### src/rtl/i2c_slave_pkg.sv
// -----------------------------------------------------------------------------
// i2c_slave_pkg
// Shared types and constants for the I2C slave bus engine:
//   - i2c_state_t : protocol FSM states
//   - I2C_ACK / I2C_NACK : SDA level in the acknowledge slot
//   - RW_WRITE / RW_READ : R/W bit of the address byte
// -----------------------------------------------------------------------------
package i2c_slave_pkg;

    typedef enum logic [3:0] {
        IDLE,
        ADDR,
        ADDR_ACK,
        WR_DATA,
        WR_ACK,
        RD_LOAD,
        RD_DATA,
        RD_MACK,
        IGNORE
    } i2c_state_t;

    localparam logic I2C_ACK  = 1'b0;
    localparam logic I2C_NACK = 1'b1;

    localparam logic RW_WRITE = 1'b0;
    localparam logic RW_READ  = 1'b1;

endpackage

### src/rtl/i2c_line_sync.sv
// -----------------------------------------------------------------------------
// i2c_line_sync
// Synchronises the raw SCL/SDA pins into the clk domain and detects bus events.
// Ports:
//   clk, reset        system clock, synchronous active-high reset
//   scl_in, sda_in    raw pins
//   sda               synchronised SDA level (used for bit sampling)
//   scl_rise/scl_fall one-clk pulses on synchronised SCL edges
//   start/stop        one-clk pulses for START (SDA fall, SCL high) and
//                     STOP (SDA rise, SCL high)
// Event latency from pin to pulse is SYNC_STAGES+1 clk. SYNC_STAGES >= 2.
// -----------------------------------------------------------------------------
module i2c_line_sync #(
    parameter int SYNC_STAGES = 2
) (
    input  logic clk,
    input  logic reset,
    input  logic scl_in,
    input  logic sda_in,
    output logic sda,
    output logic scl_rise,
    output logic scl_fall,
    output logic start,
    output logic stop
);

    logic [SYNC_STAGES-1:0] scl_sync;
    logic [SYNC_STAGES-1:0] sda_sync;
    logic                   scl_prev;
    logic                   sda_prev;
    logic                   scl_s;
    logic                   sda_s;

    // Reset to the idle-bus level (both lines high) so no phantom edge
    // appears when reset is released on a quiet bus.
    // NOTE: sequential state uses non-blocking assignments so every flop
    // samples the pre-edge value of its neighbour.
    always_ff @(posedge clk) begin
        if (reset) begin
            scl_sync <= '1;
            sda_sync <= '1;
            scl_prev <= 1'b1;
            sda_prev <= 1'b1;
        end else begin
            scl_sync <= {scl_sync[SYNC_STAGES-2:0], scl_in};
            sda_sync <= {sda_sync[SYNC_STAGES-2:0], sda_in};
            scl_prev <= scl_s;
            sda_prev <= sda_s;
        end
    end

    assign scl_s    = scl_sync[SYNC_STAGES-1];
    assign sda_s    = sda_sync[SYNC_STAGES-1];
    assign sda      = sda_s;
    assign scl_rise =  scl_s & ~scl_prev;
    assign scl_fall = ~scl_s &  scl_prev;
    // SCL must be high on both sides of the SDA transition.
    assign start    = scl_s & scl_prev &  sda_prev & ~sda_s;
    assign stop     = scl_s & scl_prev & ~sda_prev &  sda_s;

endmodule

### src/rtl/i2c_slave_bus_engine.sv
// -----------------------------------------------------------------------------
// i2c_slave_bus_engine
// I2C slave protocol engine between the SCL/SDA pins and the slave RAM
// controller. Decodes START/STOP and the address byte; on a master write it
// pushes bytes to master RAM, on a master read it fetches bytes from slave RAM
// and shifts them onto SDA. No clock stretching.
// Ports:
//   clk, reset        system clock (>= 16x SCL), synchronous active-high reset
//   slaveAddr         own 7-bit address, compared when the address byte ends
//   scl_in, sda_in    raw pins
//   sda_oe            1 = pull SDA low, 0 = release
//   masterRAM_WADD/DIN/W  write port (W is a one-clk strobe)
//   slaveRAM_RADD     read address; slaveRAM_DOUT returns 1 clk later
//   busy              high while addressed, until STOP / NACK / mismatch
// -----------------------------------------------------------------------------
module i2c_slave_bus_engine
    import i2c_slave_pkg::*;
#(
    parameter int SYNC_STAGES = 2,
    parameter int ADDR_W      = 5
) (
    input  logic              clk,
    input  logic              reset,
    input  logic [6:0]        slaveAddr,
    input  logic              scl_in,
    input  logic              sda_in,
    output logic              sda_oe,
    output logic [ADDR_W-1:0] masterRAM_WADD,
    output logic [7:0]        masterRAM_DIN,
    output logic              masterRAM_W,
    output logic [ADDR_W-1:0] slaveRAM_RADD,
    input  logic [7:0]        slaveRAM_DOUT,
    output logic              busy
);

    logic sda;
    logic scl_rise;
    logic scl_fall;
    logic start;
    logic stop;

    i2c_line_sync #(.SYNC_STAGES(SYNC_STAGES)) u_line_sync (
        .clk      (clk),
        .reset    (reset),
        .scl_in   (scl_in),
        .sda_in   (sda_in),
        .sda      (sda),
        .scl_rise (scl_rise),
        .scl_fall (scl_fall),
        .start    (start),
        .stop     (stop)
    );

    i2c_state_t        state,     state_n;
    logic [3:0]        bit_cnt,   bit_cnt_n;    // bits shifted in/out this byte
    logic [7:0]        shift,     shift_n;      // receive shift register
    logic [7:0]        rd_shift,  rd_shift_n;   // transmit shift register
    logic              rw,        rw_n;
    logic              ack_phase, ack_phase_n;  // 0: ACK not yet driven, 1: driving
    logic [1:0]        fetch_cnt, fetch_cnt_n;  // clks since RADD was updated
    logic [ADDR_W-1:0] ptr,       ptr_n;
    logic              sda_oe_n;
    logic [ADDR_W-1:0] wadd_n;
    logic [7:0]        din_n;
    logic              w_n;
    logic [ADDR_W-1:0] radd_n;
    logic              busy_n;

    always_ff @(posedge clk) begin
        if (reset) begin
            state          <= IDLE;
            bit_cnt        <= '0;
            shift          <= '0;
            rd_shift       <= '0;
            rw             <= RW_WRITE;
            ack_phase      <= 1'b0;
            fetch_cnt      <= '0;
            ptr            <= '0;
            sda_oe         <= 1'b0;
            masterRAM_WADD <= '0;
            masterRAM_DIN  <= '0;
            masterRAM_W    <= 1'b0;
            slaveRAM_RADD  <= '0;
            busy           <= 1'b0;
        end else begin
            state          <= state_n;
            bit_cnt        <= bit_cnt_n;
            shift          <= shift_n;
            rd_shift       <= rd_shift_n;
            rw             <= rw_n;
            ack_phase      <= ack_phase_n;
            fetch_cnt      <= fetch_cnt_n;
            ptr            <= ptr_n;
            sda_oe         <= sda_oe_n;
            masterRAM_WADD <= wadd_n;
            masterRAM_DIN  <= din_n;
            masterRAM_W    <= w_n;
            slaveRAM_RADD  <= radd_n;
            busy           <= busy_n;
        end
    end

    // NOTE: every signal written here is given a default first, so no path
    // leaves a value unassigned and no latch is inferred.
    always_comb begin
        state_n     = state;
        bit_cnt_n   = bit_cnt;
        shift_n     = shift;
        rd_shift_n  = rd_shift;
        rw_n        = rw;
        ack_phase_n = ack_phase;
        fetch_cnt_n = fetch_cnt;
        ptr_n       = ptr;
        sda_oe_n    = sda_oe;
        wadd_n      = masterRAM_WADD;
        din_n       = masterRAM_DIN;
        w_n         = 1'b0;
        radd_n      = slaveRAM_RADD;
        busy_n      = busy;

        // Bus conditions override any bit activity in the same clk; a
        // partially received byte is simply dropped.
        if (stop) begin
            state_n     = IDLE;
            sda_oe_n    = 1'b0;
            busy_n      = 1'b0;
            ack_phase_n = 1'b0;
        end else if (start) begin
            state_n     = ADDR;
            bit_cnt_n   = '0;
            ptr_n       = '0;
            ack_phase_n = 1'b0;
            sda_oe_n    = 1'b0;
        end else begin
            case (state)
                IDLE: ;

                ADDR: begin
                    if (scl_rise) begin
                        shift_n   = {shift[6:0], sda};
                        bit_cnt_n = bit_cnt + 4'd1;
                        if (bit_cnt == 4'd7) begin
                            if (shift[6:0] == slaveAddr) begin
                                state_n     = ADDR_ACK;
                                rw_n        = sda;
                                busy_n      = 1'b1;
                                ack_phase_n = 1'b0;
                                // Start the first read fetch now so the byte
                                // is ready well before the ACK slot ends.
                                radd_n      = ptr;
                                fetch_cnt_n = '0;
                            end else begin
                                state_n = IGNORE;
                                busy_n  = 1'b0;
                            end
                        end
                    end
                end

                ADDR_ACK: begin
                    if (fetch_cnt != 2'd2) begin
                        fetch_cnt_n = fetch_cnt + 2'd1;
                        if (fetch_cnt == 2'd1) rd_shift_n = slaveRAM_DOUT;
                    end
                    if (scl_fall) begin
                        if (!ack_phase) begin
                            sda_oe_n    = ~I2C_ACK;
                            ack_phase_n = 1'b1;
                        end else begin
                            ack_phase_n = 1'b0;
                            if (rw == RW_WRITE) begin
                                sda_oe_n  = 1'b0;
                                bit_cnt_n = '0;
                                state_n   = WR_DATA;
                            end else begin
                                // The fall that ends the ACK also launches
                                // the MSB of the first read byte.
                                sda_oe_n   = ~rd_shift_n[7];
                                rd_shift_n = {rd_shift_n[6:0], 1'b0};
                                bit_cnt_n  = 4'd1;
                                state_n    = RD_DATA;
                            end
                        end
                    end
                end

                WR_DATA: begin
                    if (scl_rise) begin
                        shift_n   = {shift[6:0], sda};
                        bit_cnt_n = bit_cnt + 4'd1;
                        if (bit_cnt == 4'd7) begin
                            state_n     = WR_ACK;
                            ack_phase_n = 1'b0;
                        end
                    end
                end

                WR_ACK: begin
                    if (scl_fall) begin
                        if (!ack_phase) begin
                            sda_oe_n    = ~I2C_ACK;
                            wadd_n      = ptr;
                            din_n       = shift;
                            w_n         = 1'b1;
                            ack_phase_n = 1'b1;
                        end else begin
                            sda_oe_n    = 1'b0;
                            ptr_n       = ptr + ADDR_W'(1);
                            ack_phase_n = 1'b0;
                            bit_cnt_n   = '0;
                            state_n     = WR_DATA;
                        end
                    end
                end

                RD_DATA: begin
                    if (scl_fall) begin
                        if (bit_cnt == 4'd8) begin
                            sda_oe_n = 1'b0;
                            state_n  = RD_MACK;
                        end else begin
                            sda_oe_n   = ~rd_shift[7];
                            rd_shift_n = {rd_shift[6:0], 1'b0};
                            bit_cnt_n  = bit_cnt + 4'd1;
                        end
                    end
                end

                RD_MACK: begin
                    if (scl_rise) begin
                        if (sda == I2C_ACK) begin
                            ptr_n       = ptr + ADDR_W'(1);
                            radd_n      = ptr + ADDR_W'(1);
                            fetch_cnt_n = '0;
                            state_n     = RD_LOAD;
                        end else if (sda == I2C_NACK) begin
                            busy_n  = 1'b0;
                            state_n = IGNORE;
                        end
                    end
                end

                RD_LOAD: begin
                    // RADD was set on entry; RAM registers it on the next
                    // edge, so DOUT is captured on the second edge.
                    fetch_cnt_n = fetch_cnt + 2'd1;
                    if (fetch_cnt == 2'd1) begin
                        rd_shift_n = slaveRAM_DOUT;
                        bit_cnt_n  = '0;
                        state_n    = RD_DATA;
                    end
                end

                IGNORE: sda_oe_n = 1'b0;

                default: state_n = IDLE;
            endcase
        end
    end

endmodule

### config.mk
export PLATFORM = sky130hd
export DESIGN_NAME = i2c_slave_bus_engine
export DESIGN_NICKNAME = d
export VERILOG_FILES = /design/src/rtl/i2c_slave_pkg.sv /design/src/rtl/i2c_line_sync.sv /design/src/rtl/i2c_slave_bus_engine.sv
export SDC_FILE = /design/constraint.sdc
export NUM_CORES = 1
export LEC_CHECK = 0
export BUFFER_PORTS_ARGS = -buffer_cell sky130_fd_sc_hd__buf_2
export CAP_MARGIN = 20
export CORE_UTILIZATION = 55
export CTS_BUF_LIST = sky130_fd_sc_hd__clkbuf_4 sky130_fd_sc_hd__clkbuf_8
export DETAILED_ROUTE_END_ITERATION = 8
export PLACE_DENSITY = 0.84
export SYNTH_ARGS = -nofsm -noshare
export SYNTH_HDL_FRONTEND = slang
export SYNTH_SLANG_ARGS = --single-unit
### constraint.sdc
create_clock -name clk -period 2.5 [get_ports clk]
set_clock_uncertainty 0.2 [all_clocks]
set_input_delay 0.625 -clock clk [delete_from_list [all_inputs] [get_ports clk]]
set_output_delay 0.625 -clock clk [all_outputs]
set_load 0.05 [all_outputs]
==> results.txt, run 1 <==
The initial standard-cell utilization of the core came out at 0.585. In the post-synthesis netlist, the biggest area contributors are sky130_fd_sc_hd__dfxtp_1, sky130_fd_sc_hd__mux2i_1, sky130_fd_sc_hd__nor2_1. The global-route usage over all layers came out at 0.274. The area occupied by multi-input gates came out at 0.00215 sq mm. The die span in x is 82.3 um. The worst path needs 2.38 ns of the cycle, external delays included. After technology mapping, the gate count stands at 416. For this design the ratio of total power to cell area is 533 mW/mm^2. The area occupied by registers came out at 0.00120 sq mm.

The die is 82.3 um tall. The number of antenna diodes in the final layout is 0. The post-synthesis net count is 440. The setup path with the least slack is of type reg -> reg.

The worst setup path is launched from a flop. The remaining max-slew budget at the tightest pin is 0.500. The detailed-router iteration count before antenna repair came out at 6. The placer's final routability congestion estimate is 0.933.

The portion of the post-synthesis area used by sequential elements is 0.339. After synthesis, the most frequently instantiated cells are sky130_fd_sc_hd__dfxtp_1, sky130_fd_sc_hd__nor2_1, sky130_fd_sc_hd__a21oi_1. The worst vdd rail ir drop came out at 0.000456 V. The floorplan step defined a core boundary enclosing 0.00606 sq mm. The share of synthesized area in the top cell type comes to 0.339. The mean instance size in the synthesized netlist is 8.53 sq um. The final-stage net count came out at 486.

The number of hold violations in the final report came out at 0. The cell leakage power is 1.61 nW. For this run, the leading register cell type out of synthesis is sky130_fd_sc_hd__dfxtp_1. The number of buffers inserted to repair setup after CTS came out at 0. The clock latency reported for the late side of the worst-skew pair is 0.35 ns. The floorplan row count came out at 28. The yosys synthesis warning count came out at 0.

During I/O placement, the number of pins put on the boundary was 40. The CTS tree is yes. The number of global-route vias before repair came to 2,995. The filler cells instantiated in the layout total 476. The run finished with clean final reports.

The first global-routing pass estimated 13,900 um of wire. Setup repair after global routing left no endpoint under its margin. Of all cell types, the one taking the most synthesized area is sky130_fd_sc_hd__dfxtp_1. The min-delay analysis places its worst path in the category reg -> reg.

The number of vias after detailed routing came out at 3,370. The relative area change from synthesis to final layout is 15.6%. The DRC violation count after routing is 0. The fmax came out at 420 MHz.

The final setup violation count is 0. The maximum net fanout on the critical path is 16. The number of DRC violations after detailed-routing iteration 0 came out at 295. The final HPWL from detailed placement came out at 6230 um. The initial antenna violation count came to 0. STA classifies the critical path endpoint as a flop. The number of routed nets with antenna violations is 0. The critical path required time came out at 2.54 ns.

After clock tree synthesis, the clock-pin slew on the worst setup and hold paths is 0.07 ns. After synthesis, the netlist uses 74 different library cells. The number of storage elements in the synthesis netlist is 60. The data arrival time of the critical path is 2.42 ns. The cell sitting at the root of the clock tree is a sky130_fd_sc_hd__clkbuf_8. The clock passes through at most 2 buffers. The die covers 0.00677 sq mm. The count of hold-fix buffers inserted at cts is 0. The share of synthesized registers carrying an async set or reset is 0.

The share of the clock period used by the worst path came out at 0.952. The number of clock buffers added by TritonCTS is 9. By instance count, the leading cell after synthesis is sky130_fd_sc_hd__dfxtp_1. The sum of negative setup slack is 0 ns. The count of pins over their slew limit is 0. After clock tree synthesis, the repair step resized 0 gates. The total congestion overflow came out at 0. The total wire length after detailed routing is 8920 um.

In this run, synthesis inferred 0 flip-flops with an integrated enable. The CTS H-tree depth is 3. The synthesized netlist occupies a cell area of 0.00355 sq mm. Of the cells placed in the final design, the portion with a size suffix greater than 1 is 0.229. The average wire per cell in the routed design came out at 16.5 um. The max-cap check violation count is 0. The pin count of the biggest net entering global routing came out at 37. At the end of the flow the core is filled with cells to 0.677. After detailed routing, the number of vias per cell comes to 6.22. The count of input and output buffers is 39. The number of clock sinks is 60. The transition time at the pin with the least slew margin came out at 0.740 ns.
==> flip-flops by register name, indices dropped and copies added, names as in the netlist, 2 cells and up <==
register	cells
bit_cnt	4
fetch_cnt	2
masterRAM_DIN	8
masterRAM_WADD	5
ptr	5
rd_shift	8
shift	8
slaveRAM_RADD	5
state	4
u_line_sync.scl_sync	2
u_line_sync.sda_sync	2
==> where the power goes <==
part | internal (mW) | switching (mW)
Sequential | 0.963 | 0.00671
Combinational | 0.0914 | 0.131
Clock | 0.567 | 0.424
Total | 1.62 | 0.562
==> cell usage in the layout, fill, tap and decap left out, drive strengths merged, types with 4 or more instances in the layout <==
cell     instances
clkbuf           9
a311oi           7
or2              9
o21ai            9
and2             5
nor2b            8
inv             16
o31ai            4
dfxtp           60
nor3            13
nand2           19
or3              4
o221ai           5
nand2b           7
ha               5
or4              4
o21a             7
nand4            5
mux2i           28
xnor2           12
a2111oi          4
a21oi           33
buf             62
nor2            49
nand3           17
==> critical path, stage by stage (launching register included) <==
cell,delay [ns]
sky130_fd_sc_hd__dfxtp_1,0.47
sky130_fd_sc_hd__nor4bb_1,0.72
sky130_fd_sc_hd__a311oi_1,0.19
sky130_fd_sc_hd__o211a_1,0.31
sky130_fd_sc_hd__and4_1,0.21
sky130_fd_sc_hd__o21ba_1,0.17
==> stage by stage <==
step | power [mW] | hold WS, ns | std cells | area [sq um] | worst slack [ns]
2_1_floorplan | 1.13 | 0.189 | 416 | 3550 | 0.363
3_3_place_gp | 1.21 | 0.193 | 526 | 3880 | 0.265
3_5_place_dp | 1.21 | 0.197 | 526 | 3880 | 0.210
4_1_cts | 2.20 | 0.214 | 542 | 4100 | 0.192
5_1_grt | 2.25 | 0.227 | 542 | 4100 | 0.0115
6_report | 2.18 | 0.211 | 542 | 4100 | 0.120
==> worst paths after layout <==
kind / from / to / slack (ns) / cells past startpoint
max: state[3] / bit_cnt[0] / 0.12 / 5
min: u_line_sync.scl_sync[0] / u_line_sync.scl_sync[1] / 0.21 / 1
max reg2reg: state[3] / bit_cnt[0] / 0.12 / 5
min reg2reg: u_line_sync.scl_sync[0] / u_line_sync.scl_sync[1] / 0.21 / 1
==> routing by layer <==
| metal | global-route usage | share of wire |
|---|---|---|
| met1 | 0.323 | 0.43 |
| met2 | 0.449 | 0.48 |
| met3 | 0.0615 | 0.058 |
| met4 | 0.170 | 0.029 |
| met5 | 0 | 0 |
==> kinds of logic (layout without fill, tap and decap cells) <==
logic type | after synthesis | after routing | synth area share
adders and majority gates | 5 | 5 | 0.0176
and+or+nand+nor | 164 | 164 | 0.253
muxes | 30 | 30 | 0.0854
buffers and inverters | 41 | 92 | 0.0554
xor gates and xnor gates | 14 | 14 | 0.0346
DFF | 60 | 60 | 0.339
AOI/OAI and AO/OA | 102 | 102 | 0.216
==> area by class of cell <==
cell class	instances	area share
multi-input cells	315	0.524
flip-flops and latches	60	0.293
repair buffers	62	0.0928
clock buffers	9	0.0302
clock inverters	7	0.0241
well taps	75	0.0229
inverters	14	0.0128
Note: power is estimated with default switching activity, not from simulation.
==> inputs of run 2 (changes only) <==
Clock period 2.5 ns to 2.3 ns, I/O delays scaled along.
==> run 2 against run 1 <==
Net effect: clock power decreased by 3.7%; core utilization increased by 0.39 points; setup slack got worse by 0.0056 ns; worst hold slack got worse by 0.0073 ns; combinational power increased by 7%; flip-flop and latch count unchanged; wire length decreased by 2.2%; clock-buffer cell count unchanged; critical path type unchanged.
==> results.txt, run 2 (same netlist as run 1, synthesis figures left out) <==
Result of the run: complete, no violations (unchanged). The floorplan row count came to 28 (unchanged). The share of post-route cells with drive strength above 1 is 0.244 (was 0.229). The final worst hold slack came out at 0.204 ns (was 0.211 ns). The pin count of the biggest net entering global routing came out at 41 (was 37). The final setup violation count came out at 0 (unchanged). The slack of the worst reg-to-reg path came to 0.11 ns (was 0.12 ns). The ratio of routed vias to standard cells came out at 6.14 (was 6.22). The wire length of the first global-routing pass came out at 13,600 um (was 13,900 um). The total congestion overflow was 0 (unchanged). The cell leakage power was 1.61 nW (about the same). The final HPWL from detailed placement came out at 6370 um (was 6230 um). The initial standard-cell utilization of the core is 0.585 (unchanged). The clock period minus worst slack is 2.19 ns (was 2.38 ns). The count of hold-fix buffers inserted at cts was 0 (unchanged).

The category of cells accounting for the largest share of critical-path delay is compound AO/OA/AOI/OAI gates (was simple AND/OR/NAND/NOR gates). The relative area change from synthesis to final layout came out at 16.3% (was 15.6%). The number of placed instances with taps included is 530 (was 526). The transition time at the pin with the least slew margin is 0.504 ns (was 0.740 ns). The clock tree root buffer cell is sky130_fd_sc_hd__clkbuf_8 (unchanged).

The count of pins over their slew limit is 0 (unchanged). The number of routed nets with antenna violations came out at 0 (unchanged). The total CTS buffers is 9 (unchanged). The post-route worst setup slack is 0.115 ns (was 0.120 ns).

The critical path startpoint category is a flop (unchanged). The nature of the critical path endpoint is a flop (unchanged). The combined buffer and inverter count along the critical path is 1 (was 0). The longest individual stage delay on the worst path came out at 0.41 ns (was 0.72 ns). The launch instance of the worst min-delay path was sda_in (was u_line_sync.scl_sync[0]). The DRC violation count after routing is 0 (unchanged). The power per unit of standard cell area is 545 mW/mm^2 (was 533 mW/mm^2). The end point of the most critical hold path is u_line_sync.sda_sync[0] (was u_line_sync.scl_sync[1]).

The number of fillers in the final layout came out at 516 (was 476). The classification of the worst-slack hold path is in -> reg (was reg -> reg). The placer's final routability congestion estimate was 0.951 (was 0.933).

The maximum net fanout on the critical path is 4 (was 16). The worst vdd rail ir drop was 0.000451 V (was 0.000456 V). The detailed-router iteration count before antenna repair came to 5 (was 6). The top-level I/O count is 40 (unchanged).

The global-route usage over all layers came out at 0.269 (was 0.274). The clock latency reported for the late side of the worst-skew pair came out at 0.35 ns (about the same). The initial antenna violation count came out at 0 (unchanged). The max-cap check violation count was 0 (unchanged). The final cell count without fillers came to 546 (was 542).

The leading cell type in the layout, fill and taps excluded is sky130_fd_sc_hd__dfxtp_1 (unchanged). The number of global-route vias before repair is 2,905 (was 2,995). Cells along the critical path: inv_1 > ha_1 > nand3b_1 > a221o_1 > or3_1 > o41ai_2 (was nor4bb_1 > a311oi_1 > o211a_1 > and4_1 > o21ba_1). The sum of negative setup slack was 0 ns (unchanged). The slowest library cell on the worst path is sky130_fd_sc_hd__or3_1 (was sky130_fd_sc_hd__nor4bb_1). The startpoint-to-endpoint class of the critical path is reg -> reg (unchanged). The post-cts sizing count is 0 (unchanged). The overall die area came out at 0.00677 sq mm (unchanged). The clock slew seen by the registers of the worst setup and hold paths was 0.07 ns (about the same). The CTS tree is yes (unchanged). Most frequent cells in the layout: sky130_fd_sc_hd__dfxtp_1, sky130_fd_sc_hd__nor2_1, sky130_fd_sc_hd__buf_2, sky130_fd_sc_hd__a21oi_1, sky130_fd_sc_hd__mux2i_1 (unchanged). The share of the clock period used by the worst path came out at 0.950 (was 0.952).

The critical path required time came out at 2.35 ns (was 2.54 ns). The depth of the most critical reg-to-reg path came to 6 (was 5). The number of buffers inserted to repair setup after CTS came to 0 (unchanged).

The area of the core is 0.00606 sq mm (unchanged). The number of hold violations in the final report came out at 0 (unchanged). The final-stage net count is 490 (was 486). RSZ-0062 raised after global routing: false (unchanged). The buffer levels on the longest clock path came out at 2 (unchanged). The number of vias after detailed routing is 3,351 (was 3,370). Regs by FF count: masterRAM_DIN: 8 flops, rd_shift: 8 flops, shift: 8 flops (unchanged).

The reg-to-reg critical path endpoint is state[1] (was bit_cnt[0]). The overall power came out at 2.25 mW (was 2.18 mW). The total inserted antenna cells is 0 (unchanged).

The total wire length after detailed routing is 8720 um (was 8920 um). The reg-to-reg critical path startpoint is bit_cnt[1] (was state[3]). The CTS H-tree depth came out at 3 (unchanged). The number of clock sinks came out at 60 (unchanged). The remaining max-slew budget at the tightest pin came out at 0.661 (was 0.500). The fmax is 458 MHz (was 420 MHz). The worst setup slack before clock tree synthesis came out at 0.0352 ns (was 0.210 ns).

The average wire per cell in the routed design was 16.0 um (was 16.5 um). The die span in x came out at 82.3 um (unchanged). The height of the die came to 82.3 um (unchanged). The data arrival time of the critical path came out at 2.23 ns (was 2.42 ns). The worst hold path cell count came out at 2 (was 1).

The count of input and output buffers came out at 39 (unchanged). The number of DRC violations after detailed-routing iteration 0 is 284 (was 295).
==> run 2: cell count changes in the layout (fill, tap and decap cells not counted), sizes merged <==
cell      delta
buf          +4
clkinvlp     +2
bufinv       -1
clkinv       -1
==> run 2: area by class of cell <==
class                      count  area [sq um]  share of cell area
clock inverter                 7          75.1              0.0182
sequential                    60          1210               0.292
inverter                      14          52.6              0.0127
clock buffer                   9           124              0.0300
tap                           75          93.8              0.0228
timing repair buffer          66           423               0.103
multi-input combinational    315          2150               0.521
==> run 2: power by group <==
part | internal [mW] | total, mW | switching (mW) | leakage (nW)
Sequential | 1.05 | 1.05 | 0.00760 | 0.486
Combinational | 0.0981 | 0.239 | 0.141 | 1.04
Clock | 0.504 | 0.955 | 0.450 | 0.0923
Total | 1.65 | 2.25 | 0.599 | 1.61
==> run 2: metal layers <==
layer / global-route usage / share of wire / wire length (um) / vias up
met1: 0.328 / 0.44 / 3800 / 1610
met3: 0.0692 / 0.054 / 475 / 16
met4: 0.0912 / 0.013 / 110 / 0
met5: 0 / 0 / 0 / -
li1: - / - / - / 1621
met2: 0.457 / 0.50 / 4340 / 104
==> run 2: worst max path at each step <==
| stage | startpoint | endpoint | slack [ns] | cells past startpoint |
|---|---|---|---|---|
| after floorplan | fetch_cnt[0] | rd_shift[2] | 0.16 | 8 |
| after global placement | state[1] | rd_shift[0] | 0.14 | 6 |
| after detailed placement | slaveAddr[3] | slaveRAM_RADD[3] | 0.04 | 7 |
| after CTS | state[2] | ptr[3] | 0.06 | 5 |
| after global routing | state[3] | slaveRAM_RADD[0] | 0.006 | 6 |
| final | bit_cnt[1] | state[1] | 0.11 | 6 |
==> run 2: worst reg2reg max path, cell delays in order, from the launching register on <==
cell                       delay, ns
sky130_fd_sc_hd__dfxtp_2        0.33
sky130_fd_sc_hd__inv_1          0.09
sky130_fd_sc_hd__ha_1           0.18
sky130_fd_sc_hd__nand3b_1       0.19
sky130_fd_sc_hd__a221o_1        0.40
sky130_fd_sc_hd__or3_1          0.41
sky130_fd_sc_hd__o41ai_2        0.29
==> run 2: per-stage QoR <==
| stage | instance area [sq um] | util |
|---|---|---|
| 2_1_floorplan | 3550 | - |
| 3_3_place_gp | 3920 | 0.647 |
| 6_report | 4120 | 0.680 |
| 3_5_place_dp | 3920 | 0.647 |
| 5_1_grt | 4120 | 0.680 |
| 4_1_cts | 4120 | 0.680 |
==> inputs of run 3 (changes only) <==
Settings changed: ABC_AREA set to 1, CAP_MARGIN 20 to unset.
==> run 3 against run 2 <==
Net effect: wire length increased by 4.9%; worst hold slack improved by 0.013 ns; synthesized cell count increased by 31%; power increased by 13%; register-to-register slack improved by 0.09 ns; synthesized area increased by 0.32%; global-route usage increased by 2.3 points; critical endpoint is now rd_shift[4]; largest cell class unchanged.
==> results.txt, run 3 <==
The share of the clock period used by the worst path came out at 0.909 (was 0.950). The number of enable-type register cells in the synthesized netlist is 0 (unchanged). The ratio of routed vias to standard cells was 5.52 (was 6.14). The cell leakage power is 2.07 nW (was 1.61 nW). Regs by FF count: masterRAM_DIN: 8 flops, rd_shift: 8 flops, shift: 8 flops (unchanged). The instance count of the mapped netlist came to 547 (was 416). The portion of the post-synthesis area used by sequential elements came out at 0.338 (was 0.339). The number of global-route vias before repair came to 3,352 (was 2,905). The number of clock sinks came out at 60 (unchanged). The number of vias after detailed routing is 3,745 (was 3,351). The leading cell type by number of instances after synthesis was sky130_fd_sc_hd__nand2_1 (was sky130_fd_sc_hd__dfxtp_1). The count of input and output buffers is 39 (unchanged).

The share of synthesized registers carrying an async set or reset is 0 (unchanged). The transition time at the pin with the least slew margin came out at 0.349 ns (was 0.504 ns). The final setup violation count came out at 0 (unchanged). The final cell count without fillers is 678 (was 546). The leading cell type in the layout, fill and taps excluded is sky130_fd_sc_hd__nand2_1 (was sky130_fd_sc_hd__dfxtp_1).

The top layer used by detailed routing is met4 (unchanged). The cell type with the highest occurrence count on the critical path is sky130_fd_sc_hd__o21ai_0. The number of fillers in the final layout came out at 548 (was 516).

The relative area change from synthesis to final layout was 14.7% (was 16.3%). The global-route usage over all layers came out at 0.292 (was 0.269). The total congestion overflow came out at 0 (unchanged). The pin count of the biggest net entering global routing came out at 32 (was 41). Largest cells by area after synthesis: sky130_fd_sc_hd__dfxtp_1, sky130_fd_sc_hd__nand2_1, sky130_fd_sc_hd__o21ai_0 (was sky130_fd_sc_hd__dfxtp_1, sky130_fd_sc_hd__mux2i_1, sky130_fd_sc_hd__nor2_1). The total CTS buffers is 9 (unchanged). The count of hold-fix buffers inserted at cts is 0 (unchanged). The worst hold path cell count is 2 (unchanged). The share of post-route cells with drive strength above 1 came out at 0.187 (was 0.244). The data arrival time of the critical path is 2.14 ns (was 2.23 ns). The maximum net fanout on the critical path is 13 (was 4). The floorplan row count was 28 (unchanged). The average wire per cell in the routed design is 13.5 um (was 16.0 um). The number of storage elements in the synthesis netlist came out at 60 (unchanged). The die span in x came out at 82.4 um (was 82.3 um). The number of DRC violations after detailed-routing iteration 0 came out at 248 (was 284).

The area of the core is 0.00610 sq mm (was 0.00606 sq mm). The max-cap check violation count is 0 (unchanged). The total inserted antenna cells is 0 (unchanged). The area of the mapped netlist came out at 0.00356 sq mm (was 0.00355 sq mm). The final-stage net count is 622 (was 490). The overall die area is 0.00680 sq mm (was 0.00677 sq mm). The flip-flop cell with the highest count after synthesis was sky130_fd_sc_hd__dfxtp_1 (unchanged). The startpoint-to-endpoint class of the critical path is reg -> reg (unchanged). The critical path required time is 2.34 ns (was 2.35 ns).

Result of the run: complete, no violations (unchanged). The clock slew seen by the registers of the worst setup and hold paths came out at 0.08 ns (was 0.07 ns). The mean instance size in the synthesized netlist is 6.51 sq um (was 8.53 sq um).

The classification of the worst-slack hold path is in -> reg (unchanged). The fmax is 478 MHz (was 458 MHz). The unique cell type count in the Yosys netlist is 37 (was 74). The CTS H-tree depth came out at 3 (unchanged). The remaining max-slew budget at the tightest pin is 0.766 (was 0.661). The post-synthesis net count was 571 (was 440). The final HPWL from detailed placement was 6770 um (was 6370 um). The depth of the most critical reg-to-reg path came out at 10 (was 6). The final worst hold slack came out at 0.217 ns (was 0.204 ns).

The top-area cell type share of the netlist area was 0.338 (was 0.339). The met3 wire length is 497 um (was 475 um). The wire length of the first global-routing pass is 14,900 um (was 13,600 um).

Most used standard cells in the synthesized netlist: sky130_fd_sc_hd__nand2_1, sky130_fd_sc_hd__nor2_1, sky130_fd_sc_hd__inv_1 (was sky130_fd_sc_hd__dfxtp_1, sky130_fd_sc_hd__nor2_1, sky130_fd_sc_hd__a21oi_1). The number of routed nets with antenna violations came out at 0 (unchanged). The clock latency reported for the late side of the worst-skew pair is 0.34 ns (was 0.35 ns).

The initial standard-cell utilization of the core was 0.584 (was 0.585). The longest individual stage delay on the worst path is 0.31 ns (was 0.41 ns). The total length of routed met2 wires was 4290 um (was 4340 um). Cells along the critical path: inv_1 > ha_1 > clkinvlp_4 > buf_4 > o21ai_0 > o21ai_0 > a21oi_1 > nand2_1 > o21ai_0 > inv_1 (was inv_1 > ha_1 > nand3b_1 > a221o_1 > or3_1 > o41ai_2). The CTS tree is yes (unchanged). The nature of the critical path endpoint is a flop (unchanged). The buffer levels on the longest clock path is 2 (unchanged). The worst vdd rail ir drop is 0.000486 V (was 0.000451 V). The clock tree root buffer cell is sky130_fd_sc_hd__clkbuf_8 (unchanged). The number of hold violations in the final report came out at 0 (unchanged). The critical path startpoint category is a flop (unchanged). The routed metal-1 wire length came to 3990 um (was 3800 um).

The number of placed instances with taps included is 657 (was 530). The post-layout utilization of the core came out at 0.669 (was 0.680). The yosys synthesis warning count is 0 (unchanged). The slowest library cell on the worst path is sky130_fd_sc_hd__dfxtp_1 (was sky130_fd_sc_hd__or3_1).

RSZ-0062 raised after global routing: false (unchanged). The power per unit of standard cell area came to 622 mW/mm^2 (was 545 mW/mm^2). The top-level I/O count is 40 (unchanged). Most frequent cells in the layout: sky130_fd_sc_hd__nand2_1, sky130_fd_sc_hd__nor2_1, sky130_fd_sc_hd__inv_1, sky130_fd_sc_hd__o21ai_0, sky130_fd_sc_hd__dfxtp_1 (was sky130_fd_sc_hd__dfxtp_1, sky130_fd_sc_hd__nor2_1, sky130_fd_sc_hd__buf_2, sky130_fd_sc_hd__a21oi_1, sky130_fd_sc_hd__mux2i_1). The DRC violation count after routing was 0 (unchanged). The clock period minus worst slack is 2.09 ns (was 2.19 ns). The initial antenna violation count is 0 (unchanged). The detailed-router iteration count before antenna repair is 5 (unchanged). The placer's final routability congestion estimate is 0.961 (was 0.951).

The sum of negative setup slack came out at 0 ns (unchanged). The total wire length after detailed routing was 9150 um (was 8720 um). The largest area contributor in the synthesized netlist is sky130_fd_sc_hd__dfxtp_1 (unchanged). The height of the die came out at 82.4 um (was 82.3 um).

The count of pins over their slew limit was 0 (unchanged).
run 3: worst paths after layout:
kind	startpoint	end	slack [ns]
setup / recovery	fetch_cnt[1]	rd_shift[4]	0.21
hold / removal	scl_in	u_line_sync.scl_sync[0]	0.22
setup reg to reg	fetch_cnt[1]	rd_shift[4]	0.21
hold reg to reg	u_line_sync.scl_sync[0]	u_line_sync.scl_sync[1]	0.22
run 3: repair_timing:
action | CTS | global route
setup endpoints to repair | 0 | 1
setup buffers | 0 | 5
resized for setup | 0 | 2
run 3: per-stage QoR:
step           power (mW)  worst slack [ns]  area [sq um]
2_1_floorplan        1.46             0.461          3560
5_1_grt              2.66           0.00104          4080
3_5_place_dp         1.58             0.258          3850
3_3_place_gp         1.56             0.327          3850
6_report             2.54             0.209          4080
4_1_cts              2.53             0.261          4040
run 3: area by class of cell:
type	instances	area [sq um]	share of cell area
clock inverter	5	52.6	0.0129
sequential	60	1200	0.294
inverter	72	274	0.0672
tap	75	93.8	0.0230
timing repair buffer	52	293	0.0718
clock buffer	11	139	0.0340
multi-input combinational	403	2030	0.497
run 3: power breakdown:
part	internal, mW	switching (mW)	total, mW	leakage (nW)
Clock	0.519	0.436	0.956	0.0999
Combinational	0.159	0.308	0.467	1.49
Sequential	1.08	0.0385	1.11	0.486
run 3: critical path: cells and delay by family, from the launching register on:
family | cells | cell delay (ns)
AO/OA/AOI/OAI | 4 | 0.63
adder cells (fa/ha/maj) | 1 | 0.24
buffers and inverters | 4 | 0.56
flip-flops | 1 | 0.31
AND/OR/NAND/NOR | 1 | 0.06
run 3: logic make-up after synthesis:
kind of cell / synth area share
AND/OR/NAND/NOR: 0.354
flip-flops: 0.338
adder cells (fa/ha/maj): 0.0176
AO/OA/AOI/OAI: 0.181
buffers and inverters: 0.0928
XOR/XNOR: 0.0172
run 3: layer usage:
| layer | global-route usage | up-vias |
|---|---|---|
| li1 | - | 1871 |
| met1 | 0.343 | 1688 |
| met2 | 0.501 | 153 |
| met3 | 0.0505 | 33 |
| met4 | 0.165 | 0 |
| met5 | 0 | - |
